### src/rtl/vx_csr_pkg.sv
// rtl/vx_csr_pkg.sv - shared op encodings, CSR addresses and S1 entry type for vx_csr_pipe
package vx_csr_pkg;

    typedef enum logic [1:0] {
        CSR_OP_RW  = 2'b00,
        CSR_OP_RS  = 2'b01,
        CSR_OP_RC  = 2'b10,
        CSR_OP_ILL = 2'b11
    } csr_op_e;

    localparam logic [11:0] CSR_PRNG_RESEED  = 12'h7C0;
    localparam logic [11:0] CSR_SCRATCH_BASE = 12'h7C1;
    localparam logic [11:0] CSR_LTID         = 12'h020;
    localparam logic [11:0] CSR_LWID         = 12'h021;
    localparam logic [11:0] CSR_GTID         = 12'h022;

    typedef struct packed {
        logic [11:0] addr;
        logic [31:0] new_val;
        logic        wr_pend;
    } s1_entry_t;

    function automatic logic [31:0] csr_apply(input csr_op_e op, input logic [31:0] old_val,
                                              input logic [31:0] mask);
        case (op)
            CSR_OP_RW: return mask;
            CSR_OP_RS: return old_val | mask;
            CSR_OP_RC: return old_val & ~mask;
            default:   return old_val;
        endcase
    endfunction

    // RS/RC with an empty operand are pure reads and must not claim the write port.
    function automatic logic csr_op_writes(input csr_op_e op, input logic [31:0] mask);
        case (op)
            CSR_OP_RW: return 1'b1;
            CSR_OP_RS,
            CSR_OP_RC: return (mask != 32'd0);
            default:   return 1'b0;
        endcase
    endfunction

endpackage

### src/rtl/vx_csr_rr_arb.sv
// rtl/vx_csr_rr_arb.sv - round-robin grant across NUM_REQ requesters, pointer advances only on acceptance
module vx_csr_rr_arb #(
    parameter  int NUM_REQ = 2,
    localparam int SEL_W   = (NUM_REQ > 1) ? $clog2(NUM_REQ) : 1
) (
    input  logic               clk,
    input  logic               rst,
    input  logic [NUM_REQ-1:0] valid_i,
    input  logic               enable_i,
    output logic [NUM_REQ-1:0] ready_o,
    output logic [SEL_W-1:0]   grant_idx_o,
    output logic               grant_valid_o
);

    logic [SEL_W-1:0] ptr_q, ptr_d;
    logic [SEL_W-1:0] idx;
    logic             found;

    always_comb begin
        idx   = '0;
        found = 1'b0;
        for (int k = 0; k < NUM_REQ; k++) begin
            if (!found && valid_i[(int'(ptr_q) + k) % NUM_REQ]) begin
                found = 1'b1;
                idx   = SEL_W'((int'(ptr_q) + k) % NUM_REQ);
            end
        end
    end

    assign grant_idx_o   = idx;
    assign grant_valid_o = found;

    always_comb begin
        ready_o = '0;
        if (found && enable_i) ready_o[idx] = 1'b1;
    end

    always_comb begin
        ptr_d = ptr_q;
        if (found && enable_i) ptr_d = SEL_W'((int'(idx) + 1) % NUM_REQ);
    end

    always_ff @(posedge clk or posedge rst) begin
        if (rst) ptr_q <= '0;
        else     ptr_q <= ptr_d;
    end

endmodule

### src/rtl/vx_csr_pipe.sv
// rtl/vx_csr_pipe.sv - two-stage CSR execute pipe; VX_CSR_FWD_EN enables S1->S0 forwarding instead of RAW stall
module vx_csr_pipe
    import vx_csr_pkg::*;
#(
    parameter  int NUM_REQ     = 2,
    parameter  int NUM_WARPS   = 4,
    parameter  int NUM_THREADS = 4,
    parameter  int NUM_CSRS    = 8,
    parameter  int TAG_WIDTH   = 8,
    localparam int NW_BITS     = (NUM_WARPS > 1) ? $clog2(NUM_WARPS) : 1,
    localparam int SEL_W       = (NUM_REQ > 1) ? $clog2(NUM_REQ) : 1
) (
    input  logic                           clk,
    input  logic                           reset,
    input  logic [NUM_REQ-1:0]             req_valid,
    output logic [NUM_REQ-1:0]             req_ready,
    input  logic [NUM_REQ*NW_BITS-1:0]     req_wid,
    input  logic [NUM_REQ*2-1:0]           req_op,
    input  logic [NUM_REQ*12-1:0]          req_addr,
    input  logic [NUM_REQ*32-1:0]          req_mask,
    input  logic [NUM_REQ*NUM_THREADS-1:0] req_tmask,
    input  logic [NUM_REQ*TAG_WIDTH-1:0]   req_tag,
    output logic                           rsp_valid,
    input  logic                           rsp_ready,
    output logic [SEL_W-1:0]               rsp_sel,
    output logic [NW_BITS-1:0]             rsp_wid,
    output logic [NUM_THREADS-1:0]         rsp_tmask,
    output logic [TAG_WIDTH-1:0]           rsp_tag,
    output logic [NUM_THREADS*32-1:0]      rsp_data,
    output logic                           reseed
);

    localparam int CI_W = (NUM_CSRS > 1) ? $clog2(NUM_CSRS) : 1;

    logic [31:0] scratch_q [NUM_WARPS][NUM_CSRS];

    s1_entry_t                  s1_q, s1_d;
    logic                       s1_valid_q, s1_valid_d;
    logic [SEL_W-1:0]           s1_sel_q, s1_sel_d;
    logic [NW_BITS-1:0]         s1_wid_q, s1_wid_d;
    logic [NUM_THREADS-1:0]     s1_tmask_q, s1_tmask_d;
    logic [TAG_WIDTH-1:0]       s1_tag_q, s1_tag_d;
    logic [NUM_THREADS*32-1:0]  s1_data_q, s1_data_d;

    logic [SEL_W-1:0]           gidx;
    logic                       gvalid, enable, accept, stall, hazard;

    vx_csr_rr_arb #(.NUM_REQ(NUM_REQ)) u_arb (
        .clk           (clk),
        .rst           (reset),
        .valid_i       (req_valid),
        .enable_i      (enable),
        .ready_o       (req_ready),
        .grant_idx_o   (gidx),
        .grant_valid_o (gvalid)
    );

    logic [NW_BITS-1:0]        s0_wid;
    csr_op_e                   s0_op;
    logic [11:0]               s0_addr;
    logic [31:0]               s0_mask;
    logic [NUM_THREADS-1:0]    s0_tmask;
    logic [TAG_WIDTH-1:0]      s0_tag;
    logic                      s0_is_scratch, s0_match, s0_wr;
    logic [CI_W-1:0]           s0_cidx;
    logic [31:0]               s0_scratch, s0_old, s0_new;
    logic [NUM_THREADS*32-1:0] s0_data;

    assign s0_wid   = req_wid[int'(gidx)*NW_BITS +: NW_BITS];
    assign s0_op    = csr_op_e'(req_op[int'(gidx)*2 +: 2]);
    assign s0_addr  = req_addr[int'(gidx)*12 +: 12];
    assign s0_mask  = req_mask[int'(gidx)*32 +: 32];
    assign s0_tmask = req_tmask[int'(gidx)*NUM_THREADS +: NUM_THREADS];
    assign s0_tag   = req_tag[int'(gidx)*TAG_WIDTH +: TAG_WIDTH];

    assign s0_is_scratch = (s0_addr >= CSR_SCRATCH_BASE) &&
                           (s0_addr < CSR_SCRATCH_BASE + 12'(NUM_CSRS));
    assign s0_cidx  = CI_W'(s0_addr - CSR_SCRATCH_BASE);
    assign s0_match = s1_valid_q && s1_q.wr_pend && (s1_wid_q == s0_wid) && (s1_q.addr == s0_addr);

`ifdef VX_CSR_FWD_EN
    assign s0_scratch = s0_match ? s1_q.new_val : scratch_q[s0_wid][s0_cidx];
    assign hazard     = 1'b0;
`else
    // Storage catches up at the end of the entry's first S1 cycle, so a one-cycle hold suffices.
    assign s0_scratch = scratch_q[s0_wid][s0_cidx];
    assign hazard     = gvalid && s0_match;
`endif

    assign s0_old = s0_is_scratch ? s0_scratch : 32'd0;
    assign s0_new = csr_apply(s0_op, s0_old, s0_mask);
    assign s0_wr  = csr_op_writes(s0_op, s0_mask) &&
                    (s0_is_scratch || (s0_addr == CSR_PRNG_RESEED));

    always_comb begin
        s0_data = '0;
        for (int i = 0; i < NUM_THREADS; i++) begin
            if (s0_is_scratch)              s0_data[i*32 +: 32] = s0_scratch;
            else if (s0_addr == CSR_LTID)   s0_data[i*32 +: 32] = 32'(i);
            else if (s0_addr == CSR_GTID)   s0_data[i*32 +: 32] = 32'(int'(s0_wid) * NUM_THREADS + i);
            else if (s0_addr == CSR_LWID)   s0_data[i*32 +: 32] = 32'(s0_wid);
            else                            s0_data[i*32 +: 32] = 32'd0;
        end
    end

    assign stall  = s1_valid_q && !rsp_ready;
    assign enable = !stall && !hazard;
    assign accept = gvalid && enable;

    always_comb begin
        s1_valid_d   = s1_valid_q;
        s1_d         = s1_q;
        s1_d.wr_pend = 1'b0;
        s1_sel_d     = s1_sel_q;
        s1_wid_d     = s1_wid_q;
        s1_tmask_d   = s1_tmask_q;
        s1_tag_d     = s1_tag_q;
        s1_data_d    = s1_data_q;
        if (accept) begin
            s1_valid_d   = 1'b1;
            s1_d.addr    = s0_addr;
            s1_d.new_val = s0_new;
            s1_d.wr_pend = s0_wr;
            s1_sel_d     = gidx;
            s1_wid_d     = s0_wid;
            s1_tmask_d   = s0_tmask;
            s1_tag_d     = s0_tag;
            s1_data_d    = s0_data;
        end else if (rsp_ready) begin
            s1_valid_d   = 1'b0;
        end
    end

    always_ff @(posedge clk or posedge reset) begin
        if (reset) begin
            s1_valid_q <= 1'b0;
            s1_q       <= '0;
            s1_sel_q   <= '0;
            s1_wid_q   <= '0;
            s1_tmask_q <= '0;
            s1_tag_q   <= '0;
            s1_data_q  <= '0;
        end else begin
            s1_valid_q <= s1_valid_d;
            s1_q       <= s1_d;
            s1_sel_q   <= s1_sel_d;
            s1_wid_q   <= s1_wid_d;
            s1_tmask_q <= s1_tmask_d;
            s1_tag_q   <= s1_tag_d;
            s1_data_q  <= s1_data_d;
        end
    end

    logic            s1_commit, s1_is_scratch;
    logic [CI_W-1:0] s1_cidx;

    assign s1_commit     = s1_valid_q && s1_q.wr_pend;
    assign s1_is_scratch = (s1_q.addr >= CSR_SCRATCH_BASE) &&
                           (s1_q.addr < CSR_SCRATCH_BASE + 12'(NUM_CSRS));
    assign s1_cidx       = CI_W'(s1_q.addr - CSR_SCRATCH_BASE);

    always_ff @(posedge clk or posedge reset) begin
        if (reset) begin
            for (int w = 0; w < NUM_WARPS; w++)
                for (int c = 0; c < NUM_CSRS; c++)
                    scratch_q[w][c] <= 32'd0;
        end else if (s1_commit && s1_is_scratch) begin
            scratch_q[s1_wid_q][s1_cidx] <= s1_q.new_val;
        end
    end

    assign rsp_valid = s1_valid_q;
    assign rsp_sel   = s1_sel_q;
    assign rsp_wid   = s1_wid_q;
    assign rsp_tmask = s1_tmask_q;
    assign rsp_tag   = s1_tag_q;
    assign rsp_data  = s1_data_q;
    assign reseed    = s1_commit && (s1_q.addr == CSR_PRNG_RESEED);

endmodule

### config.mk
export PLATFORM = sky130hd
export DESIGN_NAME = vx_csr_pipe
export DESIGN_NICKNAME = d
export VERILOG_FILES = /design/src/rtl/vx_csr_pkg.sv /design/src/rtl/vx_csr_rr_arb.sv /design/src/rtl/vx_csr_pipe.sv
export SDC_FILE = /design/constraint.sdc
export NUM_CORES = 2
export LEC_CHECK = 0
export ABC_CLOCK_PERIOD_IN_PS = 77200
export CORE_UTILIZATION = 35
export DETAILED_ROUTE_END_ITERATION = 7
export PLACE_DENSITY = 0.49
export RECOVER_POWER = 50
export SLEW_MARGIN = 20
export SYNTH_ARGS = -nofsm -noshare
export SYNTH_HDL_FRONTEND = slang
export SYNTH_SLANG_ARGS = --single-unit
### constraint.sdc
create_clock -name clk -period 77.2 [get_ports clk]
set_clock_uncertainty 0.05 [all_clocks]
set_input_delay 15.44 -clock clk [delete_from_list [all_inputs] [get_ports clk]]
set_output_delay 15.44 -clock clk [all_outputs]
set_load 0.02 [all_outputs]
==> run_results.csv <==
group,metric,value,unit
clocking,clock-root-buffer,"clkbuf_16",
pwr,p_comb_frac,0.122,
place,dp_cells,6526,
critical_path,critPathMaxStageDelay,590,ps
pwr,power_frac_clock,0.437,
clocking,numCtsBuffers,131,
logic_synthesis,synth_area_leader_cell,"dfrtp_1",
logic_synthesis,yosys_warnings,0,
critical_path,worst_ep_required_time,61710,ps
pwr,total_power,0.00140,W
pwr,ir_drop,0.0161,mV
floorplanning,start_util,0.353,
floorplanning,fp.dieW,399,microns
final_layout,final_cell_mix,"dfrtp_1 (1111), mux2_2 (1085), nand2_1 (329), clkdlybuf4s50_1 (269), nand3_1 (207)",
clocking,clkLatencyLatePin,780,ps
critical_path,crit_chain,"clkdlybuf4s50_1 > nand2b_1 > buf_4 > and3_2 > buf_4 > nor2_8 > buf_4 > o2bb2ai_1 > a2111oi_1 > a21o_4 > nor2_1 > clkdlybuf4s50_1",
floorplanning,row_count,145,
logic_synthesis,ys.flop_type,"dfrtp_1",
global_route,grt_start_max_net_pins,165,
final_layout,stdcell_area,63000,sq um
timing,worstMarginPinSlew,8840,ps
pwr,swShare,0.290,
clocking,path_clk_slew,50,ps
final_layout,area_growth,14.1,%
drt,via_count,39400,
timing,timing.final.crit_share,0.455,
floorplanning,dieArea,159000,sq um
worst_hold_path,min_path_type,"reg2reg",
timing,hold_ws,431,ps
floorplanning,fp.dieH,399,microns
place,place_area,59100,sq um
place,gp_congestion,0.869,
critical_path,cp_max_fo,50,
clocking,cts_tree,"built",
timing,max_freq,28.5,MHz
final_layout,layout_commonest_cell,"dfrtp_1",
logic_synthesis,synthArstFlopShare,1.00,
drt,drt-pass1-iter-count,8,
clocking,cts_buffer_depth,3,
drt,ant_nets,0,
pwr,pwr-share-seq,0.441,
critical_path,crit_type,"in2out",
status,status,"finished with violations",
timing,relSlewSlack,-4.90,
final_layout,layout.cells.non_filler,6759,
place,dp_hpwl,111000,microns
timing,drv_slew,1386,
clocking,cts.sinks,1120,
global_route,grt_pass1_wl,282000,microns
drt,via_per_inst,5.82,
pwr,p_int,0.000992,W
timing,setup_violations,0,
logic_synthesis,synth_edf_count,0,
timing,final.setup.tns,0,ps
clocking,holdBufCountCts,0,
global_route,antenna_found_initial,2,
logic_synthesis,synth.area.top_cells,"dfrtp_1 (51%), mux2_2 (22%), nand2_1 (2.3%), mux2i_1 (2.1%), clkbuf_1 (2.1%)",
timing,finalCriticalPeriod,35110,ps
place,port_buffers,271,
run,drv_cap,50,
critical_path,rrSetupSlack,71180,ps
critical_path,crit_arrival,19620,ps
clocking,cts_setup_buffers,0,
drt,wl_per_cell,28.2,microns
global_route,grt_pass1_vias,39600,
timing,hold_violations,0,
critical_path,end_kind,"output port",
clocking,postCtsResizedCells,0,
logic_synthesis,netlist_area,55200,sq um
logic_synthesis,synth_seq_cells,1120,
critical_path,cpMostUsedCell,"buf_4",
final_layout,nNetsFinal,4734,
drt,drt-initial-drc-count,3248,
logic_synthesis,netlist.area_leader.share,0.508,
global_route,grt_overflow_total,0,
timing,rsz0062_at_grt,"false",
pwr,leakage,28.6,nW
critical_path,crit_buf_inv,5,
floorplanning,io_pins,272,
logic_synthesis,synth_cell_types,76,
logic_synthesis,seq_area_frac_synth,0.508,
drt,routed_wl,191000,microns
logic_synthesis,syn_nets,4766,
floorplanning,core,156000,sq um
status,violations,"capacitance limit, slew limit",
logic_synthesis,avgSynthCellArea,11.9,sq um
logic_synthesis,syn_inst,4633,
clocking,htree_levels,4,
global_route,grt_usage,0.239,
critical_path,path_delay_family,"buffers and inverters",
final_layout,drive_gt1_frac,0.317,
critical_path,critPathLaunchType,"primary input",
critical_path,cp_slowest_cell,"clkdlybuf4s50_1",
drt,drc,0,
pwr,switchingPower,0.000405,W
pwr,power.density,22.2,nW/um^2
-- flip-flops by register name, indices dropped and copies added, names as in the netlist --
signal and flops:
scratch_q 1024, s1_q 45, rsp_data 34, rsp_tag 8
rsp_tmask 4, rsp_wid 2, rsp_sel 1, rsp_valid 1
u_arb.ptr_q 1
-- layer usage --
layer | up-vias | GRT usage | wire length (microns) | share of wire
li1 | 16900 | - | - | -
met1 | 20900 | 0.345 | 88300 | 0.46
met2 | 1280 | 0.364 | 85800 | 0.45
met3 | 278 | 0.0380 | 11300 | 0.059
met4 | 0 | 0.0769 | 5460 | 0.029
met5 | - | 0 | 0 | 0
-- worst min-delay path: stages (launching register included) --
cell and delay (ps):
dfrtp_1 340, nand2_1 40, o21ai_0 60
-- power by group through the flow --
stage / clock network (W) / registers (W) / logic [W]
2_1_floorplan: 0 / 0.000613 / 0.000105
3_3_place_gp: 0 / 0.000625 / 0.000171
3_5_place_dp: 0 / 0.000625 / 0.000171
4_1_cts: 0.000625 / 0.000615 / 0.000171
5_1_grt: 0.000648 / 0.000617 / 0.000181
6_report: 0.000610 / 0.000616 / 0.000170
-- worst paths after layout --
| check | startpoint | endpoint | depth (start not counted) |
|---|---|---|---|
| worst min-delay path | rsp_tag[3] | rsp_tag[3] | 2 |
| max in group asynchronous | reset | s1_q[8] | 3 |
| min in group asynchronous | reset | rsp_tag[3] | 2 |
| worst max-delay path | req_valid[0] | req_ready[1] | 12 |
| worst min register to register | rsp_tag[3] | rsp_tag[3] | 2 |
| worst max register to register | s1_q[33] | scratch_q[143] | 10 |
-- metrics by stage --
step | worst slack, ps | util
floorplan | 30170 | -
global placement | 42210 | 0.378
detailed placement | 42190 | 0.378
CTS | 42180 | 0.405
global route | 41970 | 0.403
finish | 42090 | 0.403
-- cells in the mapped netlist, drive strengths merged (12+ instances only) --
library cell / number
dfrtp: 1120
mux2: 1087
nand2: 333
clkbuf: 306
buf: 254
o21ai: 227
nand3: 208
mux2i: 117
a211oi: 101
a21oi: 93
nor2: 86
and3: 78
a311oi: 51
a32oi: 43
a32o: 41
a2111oi: 38
inv: 35
nand2b: 34
nor3: 33
mux4: 30
o31ai: 28
a31o: 26
a221oi: 23
a22oi: 22
o32ai: 21
o2111ai: 20
o211a: 20
a311o: 19
nor4: 18
a31oi: 15
nand4: 12
-- cell type report --
type,instances,area (sq um)
Fill cell,14900,93400
Sequential cell,1120,28000
Multi-Input combinational cell,2918,24500
Clock buffer,201,3800
Timing Repair Buffer,395,3590
Tap cell,2058,2570
Clock inverter,28,353
Inverter,35,133
Antenna cell,4,10.0
-- logic make-up (layout without fill, tap and decap cells) --
family                   count (synthesis)  after routing  share of synthesized area
AND/OR/NAND/NOR                        832            832                     0.0712
adder cells (fa/ha/maj)                  8              8                    0.00181
AO/OA/AOI/OAI                          834            834                      0.110
buffers and inverters                  595            659                     0.0524
flip-flops                            1120           1120                      0.508
XOR/XNOR                                10             10                    0.00159
multiplexers                          1234           1234                      0.255
other                                    0              4                          0
(Power assumes the default switching activity.)
